[config.mk]
export PLATFORM = sky130hd
export DESIGN_NAME = fetch_pc_predictor
export DESIGN_NICKNAME = d
export VERILOG_FILES = /design/src/rtl/fetch_pc_predictor.sv
export SDC_FILE = /design/constraint.sdc
export NUM_CORES = 1
export LEC_CHECK = 0
export ABC_AREA = 1
export CAP_MARGIN = 15
export CORE_MARGIN = 5
export CORE_UTILIZATION = 35
export DETAILED_ROUTE_END_ITERATION = 8
export GPL_ROUTABILITY_DRIVEN = 0
export PLACE_DENSITY = 0.81
export SYNTH_ARGS = -nofsm -noshare
export SYNTH_HDL_FRONTEND = slang
export SYNTH_SLANG_ARGS = --single-unit
[constraint.sdc]
create_clock -name iClk -period 3.4 [get_ports iClk]
set_input_delay 0.34 -clock iClk [delete_from_list [all_inputs] [get_ports iClk]]
set_output_delay 0.34 -clock iClk [all_outputs]
set_load 0.01 [all_outputs]
[src/rtl/fetch_pc_predictor.sv]
// Fetch PC register with next-PC selection and a direct-mapped BTB (2-bit counters).
// Prediction is built only when FETCH_PRED_EN is defined; otherwise fetch falls through to PC+4.
module fetch_pc_predictor #(
    parameter int          ENTRIES  = 16,
    parameter logic [31:0] RESET_PC = 32'h0000_0000
) (
    input  logic        iClk,
    input  logic        iRst,
    input  logic        iStallF,
    input  logic        iMispredictE,
    input  logic [31:0] iRedirectPCE,
    input  logic        iUpdateE,
    input  logic [31:0] iUpdatePCE,
    input  logic [31:0] iUpdateTargetE,
    input  logic        iUpdateTakenE,
    output logic [31:0] oPCF,
    output logic [31:0] oPCPlus4F,
    output logic        oTakeJBF
);

    logic [31:0] pred_next;
    logic [31:0] pc_next;

    assign oPCPlus4F = oPCF + 32'd4;

`ifdef FETCH_PRED_EN
    localparam int IW = $clog2(ENTRIES);
    localparam int TW = 30 - IW;

    logic [ENTRIES-1:0] valid_q;
    logic [1:0]         ctr_q    [ENTRIES];
    logic [TW-1:0]      tag_q    [ENTRIES];
    logic [31:0]        target_q [ENTRIES];

    logic [IW-1:0] rd_idx, wr_idx;
    logic [TW-1:0] rd_tag, wr_tag;
    logic          rd_hit, wr_hit;
    logic          unused_bits;

    assign rd_idx = oPCF[IW+1:2];
    assign rd_tag = oPCF[31:IW+2];
    assign wr_idx = iUpdatePCE[IW+1:2];
    assign wr_tag = iUpdatePCE[31:IW+2];

    assign rd_hit    = valid_q[rd_idx] && (tag_q[rd_idx] == rd_tag);
    assign wr_hit    = valid_q[wr_idx] && (tag_q[wr_idx] == wr_tag);
    assign oTakeJBF  = rd_hit && ctr_q[rd_idx][1];
    assign pred_next = oTakeJBF ? target_q[rd_idx] : oPCPlus4F;

    assign unused_bits = ^{iUpdatePCE[1:0], oPCF[1:0]};

    always_ff @(posedge iClk or posedge iRst) begin
        if (iRst) begin
            valid_q <= '0;
            for (int i = 0; i < ENTRIES; i++) ctr_q[i] <= 2'b01;
        end else if (iUpdateE) begin
            if (wr_hit) begin
                if (iUpdateTakenE) begin
                    if (ctr_q[wr_idx] != 2'b11) ctr_q[wr_idx] <= ctr_q[wr_idx] + 2'd1;
                end else begin
                    if (ctr_q[wr_idx] != 2'b00) ctr_q[wr_idx] <= ctr_q[wr_idx] - 2'd1;
                end
            end else if (iUpdateTakenE) begin
                valid_q[wr_idx] <= 1'b1;
                ctr_q[wr_idx]   <= 2'b10;
            end
        end
    end

    // Any taken update either refreshes a hit (tag unchanged) or allocates, so tag
    // and target can be written unconditionally on taken.
    always_ff @(posedge iClk) begin
        if (iUpdateE && iUpdateTakenE) begin
            tag_q[wr_idx]    <= wr_tag;
            target_q[wr_idx] <= iUpdateTargetE;
        end
    end
`else
    logic unused_bits;

    assign oTakeJBF    = 1'b0;
    assign pred_next   = oPCPlus4F;
    assign unused_bits = ^{iUpdateE, iUpdatePCE, iUpdateTargetE, iUpdateTakenE};
`endif

    // Redirect beats stall: a mispredict must land even while fetch is held.
    always_comb begin
        pc_next = pred_next;
        if (iMispredictE)  pc_next = iRedirectPCE;
        else if (iStallF)  pc_next = oPCF;
    end

    always_ff @(posedge iClk or posedge iRst) begin
        if (iRst) oPCF <= RESET_PC;
        else      oPCF <= pc_next;
    end

endmodule

==> flow_summary.toml, run 1 <==
[timing]
finClkSkew_ns = 0.00464
final_max_slew_viol_count = 0
finalSetupTns_ns = 0
max_freq_mhz = 382
worst_pin_slew_ns = 0.634
rsz0062_at_grt = "false"
hold_viol = 0
period_minus_slack_ns = 2.62
finalSetupViolCount = 0
whs_ns = 0.440
timing.final.crit_share = 0.771
relSlewSlack = 0.577

[setup_path]
cp-start-kind = "flip-flop"
worstRegToRegCells = 8
arrival_ns = 2.28
reg2reg_from = "oPCF[3]$_DFFE_PP0N_"
required_ns = 3.06
end_kind = "output pin"
r2r_slack_ns = 1.79
cp_max_fo = 5
crit_type = "reg -> out"
endpoint = "oPCPlus4F[16]"
r2r-end = "oPCF[16]$_DFFE_PP0N_"
critPathLaunch = "oPCF[3]$_DFFE_PP0N_"

[global_routing]
antenna_found_initial = 0
grt_pass1_wl_um = 12000
grt_max_degree = 34
groute.usage.overall = 0.174
grt_pass1_vias = 2541
globalRouteOverflowTotal = 0

[synth]
yosysTopAreaCellShare = 0.335
avgSynthCellArea_um2 = 6.45
syn_area_mm2 = 0.00239
synth.area.top_cells = "dfrtp_1, nand2_1, inv_1"
syn_nets = 474
yosysWarnings = 0
synthMuxAreaShare = 0
synth_compound_area_frac = 0.0727
synth_seq_cells = 32
syn_inst = 371
yosysSeqAreaShare = 0.335
synth_top_family_by_area = "simple AND/OR/NAND/NOR gates"
yosys.area_share.simple = 0.404
synth.distinct_cells = 22
yosys.area_share.adder = 0.00523
synth_top_area_cell = "dfrtp_1"
synth_xor_area_frac = 0.0674

[cells_and_area]
drive_gt1_frac = 0.0596
mostFrequentLayoutCells = "nand2_1, clkdlybuf4s50_1, inv_1"
diodes = 0
final_nets = 572
design_area_mm2 = 0.00354
top_register = "oPCF"
syn_to_final_growth_pct = 48.0
reg_top3 = "oPCF x32"
multiInputGateArea_mm2 = 0.00132
largest_reg_flops = 32
mostFrequentLayoutCell = "nand2_1"
nFillCells = 655
regArea_um2 = 801

[clock_tree]
h-tree-depth = 2
ctsResizeCount = 0
hold_buffers = 0
postCtsSetupRepairBufs = 0
clock-sinks = 32
cts-root-buf = "clkbuf_8"
cts_tree = "yes"
clk_path_buf_depth = 2
cts_buffers = 5
clkSlewWorstSetupHoldPaths_ns = 0.07
clk-insertion-delay-late_ns = 0.29

[placed_design]
dpl-instance-area_mm2 = 0.00345
port_buffers = 99
hpwlAfterDp_um = 5870

[drt]
drt_iter0_markers = 114
routed_via_density = 4.65
drt-wirelength-per-cell_um = 13.5
drcViolationCount = 0
drt-pass1-iter-count = 4
totalWireLength_um = 7410
vias = 2558
ant_nets = 0

[die]
start_util = 0.356
die_h_um = 92.7
core_mm2 = 0.00672
die_width_um = 92.7
rows = 30
dieArea_mm2 = 0.00859
ios = 167

[hold_path]
hold_path.class = "in -> async"

[run_status]
status = "completed"

[power_and_ir_drop]
p_per_area_mw_per_mm2 = 345
power.leakage_uw = 0.00170
vdd_ir_drop_max_uv = 128

[flow_run]
cap_violations = 0
where the power goes:
part / leakage (uW) / internal [uW] / switching, uW
registers: 0.000390 / 420 / 58.2
logic: 0.00126 / 234 / 204
clock network: 0.0000455 / 165 / 142
total: 0.00170 / 819 / 404
worst min-delay path by stage:
stage	endpoint	slack [ns]	cells after the start
after CTS	oPCF[2]$_DFFE_PP0N_	0.46	2
after global placement	oPCF[1]$_DFFE_PP0P_	0.50	2
final	oPCF[20]$_DFFE_PP0N_	0.44	2
after global routing	oPCF[2]$_DFFE_PP0N_	0.50	2
after floorplan	oPCF[0]$_DFFE_PP0P_	0.46	1
after detailed placement	oPCF[1]$_DFFE_PP0P_	0.51	2
stage by stage:
step                std cells  setup WS, ns  utilization  power (uW)
finish                    550         0.780        0.527        1220
global route              550         0.662        0.527        1290
CTS                       550         0.754        0.527        1240
detailed placement        542          1.07        0.514         925
global placement          542          1.09        0.514         915
floorplan                 371          1.70            -         671
worst max-delay path, stage by stage, from the launching register on:
cell             delay, ns
dfrtp_1               0.40
ha_1                  0.22
nand2_2               0.08
nor2_4                0.15
nand2_2               0.10
nor2_2                0.21
xor2_1                0.25
clkdlybuf4s50_1       0.58
cell usage after synthesis:
master / count
buf_2: 3
xor2_1: 10
ha_1: 1
nand2_4: 2
o221ai_1: 1
clkbuf_1: 5
xor2_2: 4
nor2_4: 9
conb_1: 1
a22o_1: 8
o211ai_1: 4
o21ai_0: 13
nand2_2: 2
and2_1: 1
xnor2_1: 1
nor2_1: 31
nand2_1: 163
buf_4: 3
nor2_2: 1
dfrtp_1: 32
inv_1: 58
nand3_1: 18
final cells by class:
| cell class | count | share of cell area |
|---|---|---|
| flip-flops and latches | 32 | 0.226 |
| clock buffers | 8 | 0.0254 |
| multi-input cells | 270 | 0.373 |
| inverters | 58 | 0.0614 |
| repair buffers | 102 | 0.286 |
| well taps | 80 | 0.0282 |
layer usage:
| metal | GRT usage | share of wire |
|---|---|---|
| met1 | 0.216 | 0.43 |
| met2 | 0.306 | 0.49 |
| met3 | 0.0357 | 0.062 |
| met4 | 0.0427 | 0.013 |
| met5 | 0 | 0 |
cells by family after synthesis:
| kind of cell | after synthesis |
|---|---|
| and+or+nand+nor | 227 |
| xor gates and xnor gates | 15 |
| AOI/OAI and AO/OA | 26 |
| adders and majority gates | 1 |
| DFF | 32 |
| other | 1 |
| buffers and inverters | 69 |
(Power assumes the default switching activity.)
==> run 2, diff against run 1 <==
CORE_UTILIZATION = 32   (was 35)
PLACE_DENSITY = 0.78   (was 0.81)
clock period = 2.3 ns   (was 3.4 ns; I/O delays follow)
==> flow_summary.toml, run 2 (synthesis results as in run 1) <==
[timing]
whs_ns = 0.342
final_max_slew_viol_count = 0
relSlewSlack = 0.440
finalSetupTns_ns = 0
max_freq_mhz = 461
timing.final.crit_share = 0.943
worst_pin_slew_ns = 0.838
finalSetupViolCount = 0
period_minus_slack_ns = 2.17
rsz0062_at_grt = "false"
finClkSkew_ns = 0.00758
fin_ws_ns = 0.132
hold_viol = 0

[setup_path]
cp-start-kind = "flip-flop"
r2r_slack_ns = 0.70
arrival_ns = 1.94
cp_num_buf_inv = 4
required_ns = 2.07
end_kind = "output pin"
cp_slowest_stage_delay_ns = 0.36
r2r-end = "oPCF[26]$_DFFE_PP0N_"
cp_max_fo = 4
reg2reg_from = "oPCF[2]$_DFFE_PP0N_"
critPathLaunch = "oPCF[2]$_DFFE_PP0N_"
critical_path.top_delay_family = "buffers and inverters"
crit_chain = "buf_4 > inv_1 > nor2_4 > nand2_4 > nor2_4 > buf_4 > xor2_1 > dlygate4sd2_1"
crit_slowest_cell = "dfrtp_1"
crit_type = "reg -> out"
worstRegToRegCells = 11

[cells_and_area]
syn_to_final_growth_pct = 56.9
reg_top3 = "oPCF x32"
top_register = "oPCF"
largest_reg_flops = 32
drive_gt1_frac = 0.124
mostFrequentLayoutCell = "nand2_1"
final_nets = 592
mostFrequentLayoutCells = "nand2_1, clkdlybuf4s50_1, inv_1"
diodes = 0

[clock_tree]
clkSlewWorstSetupHoldPaths_ns = 0.07
h-tree-depth = 2
hold_buffers = 0
cts_tree = "yes"
cts-root-buf = "clkbuf_8"
clock-sinks = 32
cts_buffers = 5
clk_path_buf_depth = 2
clk-insertion-delay-late_ns = 0.29

[placed_design]
place_ws_ns = 0.105
port_buffers = 99
hpwlAfterDp_um = 6180

[drt]
totalWireLength_um = 8120
ant_nets = 0
routed_via_density = 4.58
vias = 2696
drt_iter0_markers = 109
drt-pass1-iter-count = 5
drcViolationCount = 0
drt-wirelength-per-cell_um = 13.8

[die]
dieArea_mm2 = 0.00931
die_width_um = 96.5
start_util = 0.330
ios = 167
rows = 31
core_mm2 = 0.00725
die_h_um = 96.5

[global_routing]
globalRouteOverflowTotal = 0
grt_pass1_wl_um = 13200
antenna_found_initial = 0
grt_pass1_vias = 2780
grt_max_degree = 33
groute.usage.overall = 0.181

[power_and_ir_drop]
vdd_ir_drop_max_uv = 225
power.leakage_uw = 0.00192
p_per_area_mw_per_mm2 = 490

[hold_path]
hold_path.class = "in -> async"

[run_status]
status = "completed"

[flow_run]
cap_violations = 0
## run 2: cell types whose count changed in the layout (fill, tap and decap cells not counted), moves of 2 or more
cell             before  now
nor2_2                2    6
dfrtp_2               0    5
nor2_1               30   25
clkbuf_1              2    0
clkdlybuf4s50_1      99   77
dlymetal6s2s_1        0    9
dfrtp_1              32   27
clkinv_2              0    2
clkdlybuf4s15_1       0    2
dlygate4sd2_1         0   11
buf_4                 3   23
## run 2: repair_timing
action                                  CTS  global route
endpoints found under the setup margin   21            14
pin swaps                                 6             5
setup buffers                             9             7
gates resized for setup                  22            14
## run 2: per-stage QoR
stage / cell area, um2 / instances / util / power (uW)
2_1_floorplan: 2390 / 371 / - / 991
3_3_place_gp: 3510 / 565 / 0.484 / 1360
3_5_place_dp: 3510 / 565 / 0.484 / 1380
4_1_cts: 3670 / 582 / 0.506 / 1860
5_1_grt: 3750 / 589 / 0.518 / 1950
6_report: 3750 / 589 / 0.518 / 1840
## run 2: per-layer routing
metal  track usage  vias up  wire length, um
li1              -     1348                -
met4        0.0409        0               53
met1         0.220     1274             3500
met3        0.0387        5              467
met2         0.325       69             4100
met5             0        -                0
## run 2: how the worst max path moves through the flow
stage / end / slack (ns) / depth (start not counted)
3_3_place_gp: oPCPlus4F[16] / 0.13 / 7
2_1_floorplan: oPCPlus4F[16] / 0.71 / 6
3_5_place_dp: oPCPlus4F[16] / 0.10 / 7
4_1_cts: oPCPlus4F[21] / 0.001 / 8
5_1_grt: oPCPlus4F[11] / 0.0002 / 8
6_report: oPCPlus4F[11] / 0.13 / 8
## run 2: area by class of cell
cell class	count	area (um2)
fillers	732	3500
multi-input cells	270	1340
repair buffers	122	1170
flip-flops and latches	32	807
inverters	58	218
well taps	99	124
clock buffers	6	82.6
clock inverters	2	10.0
## run 2: worst min-delay path: stages
cell             delay (ns)
clkdlybuf4s50_1        0.40
inv_1                  0.05
buf_4                  0.38
## run 2: report_power, final
group	total [uW]	switching, uW	leakage, uW	internal (uW)
clock	469	230	0.0000510	239
combinational	670	321	0.00149	349
sequential	699	76.1	0.000385	623
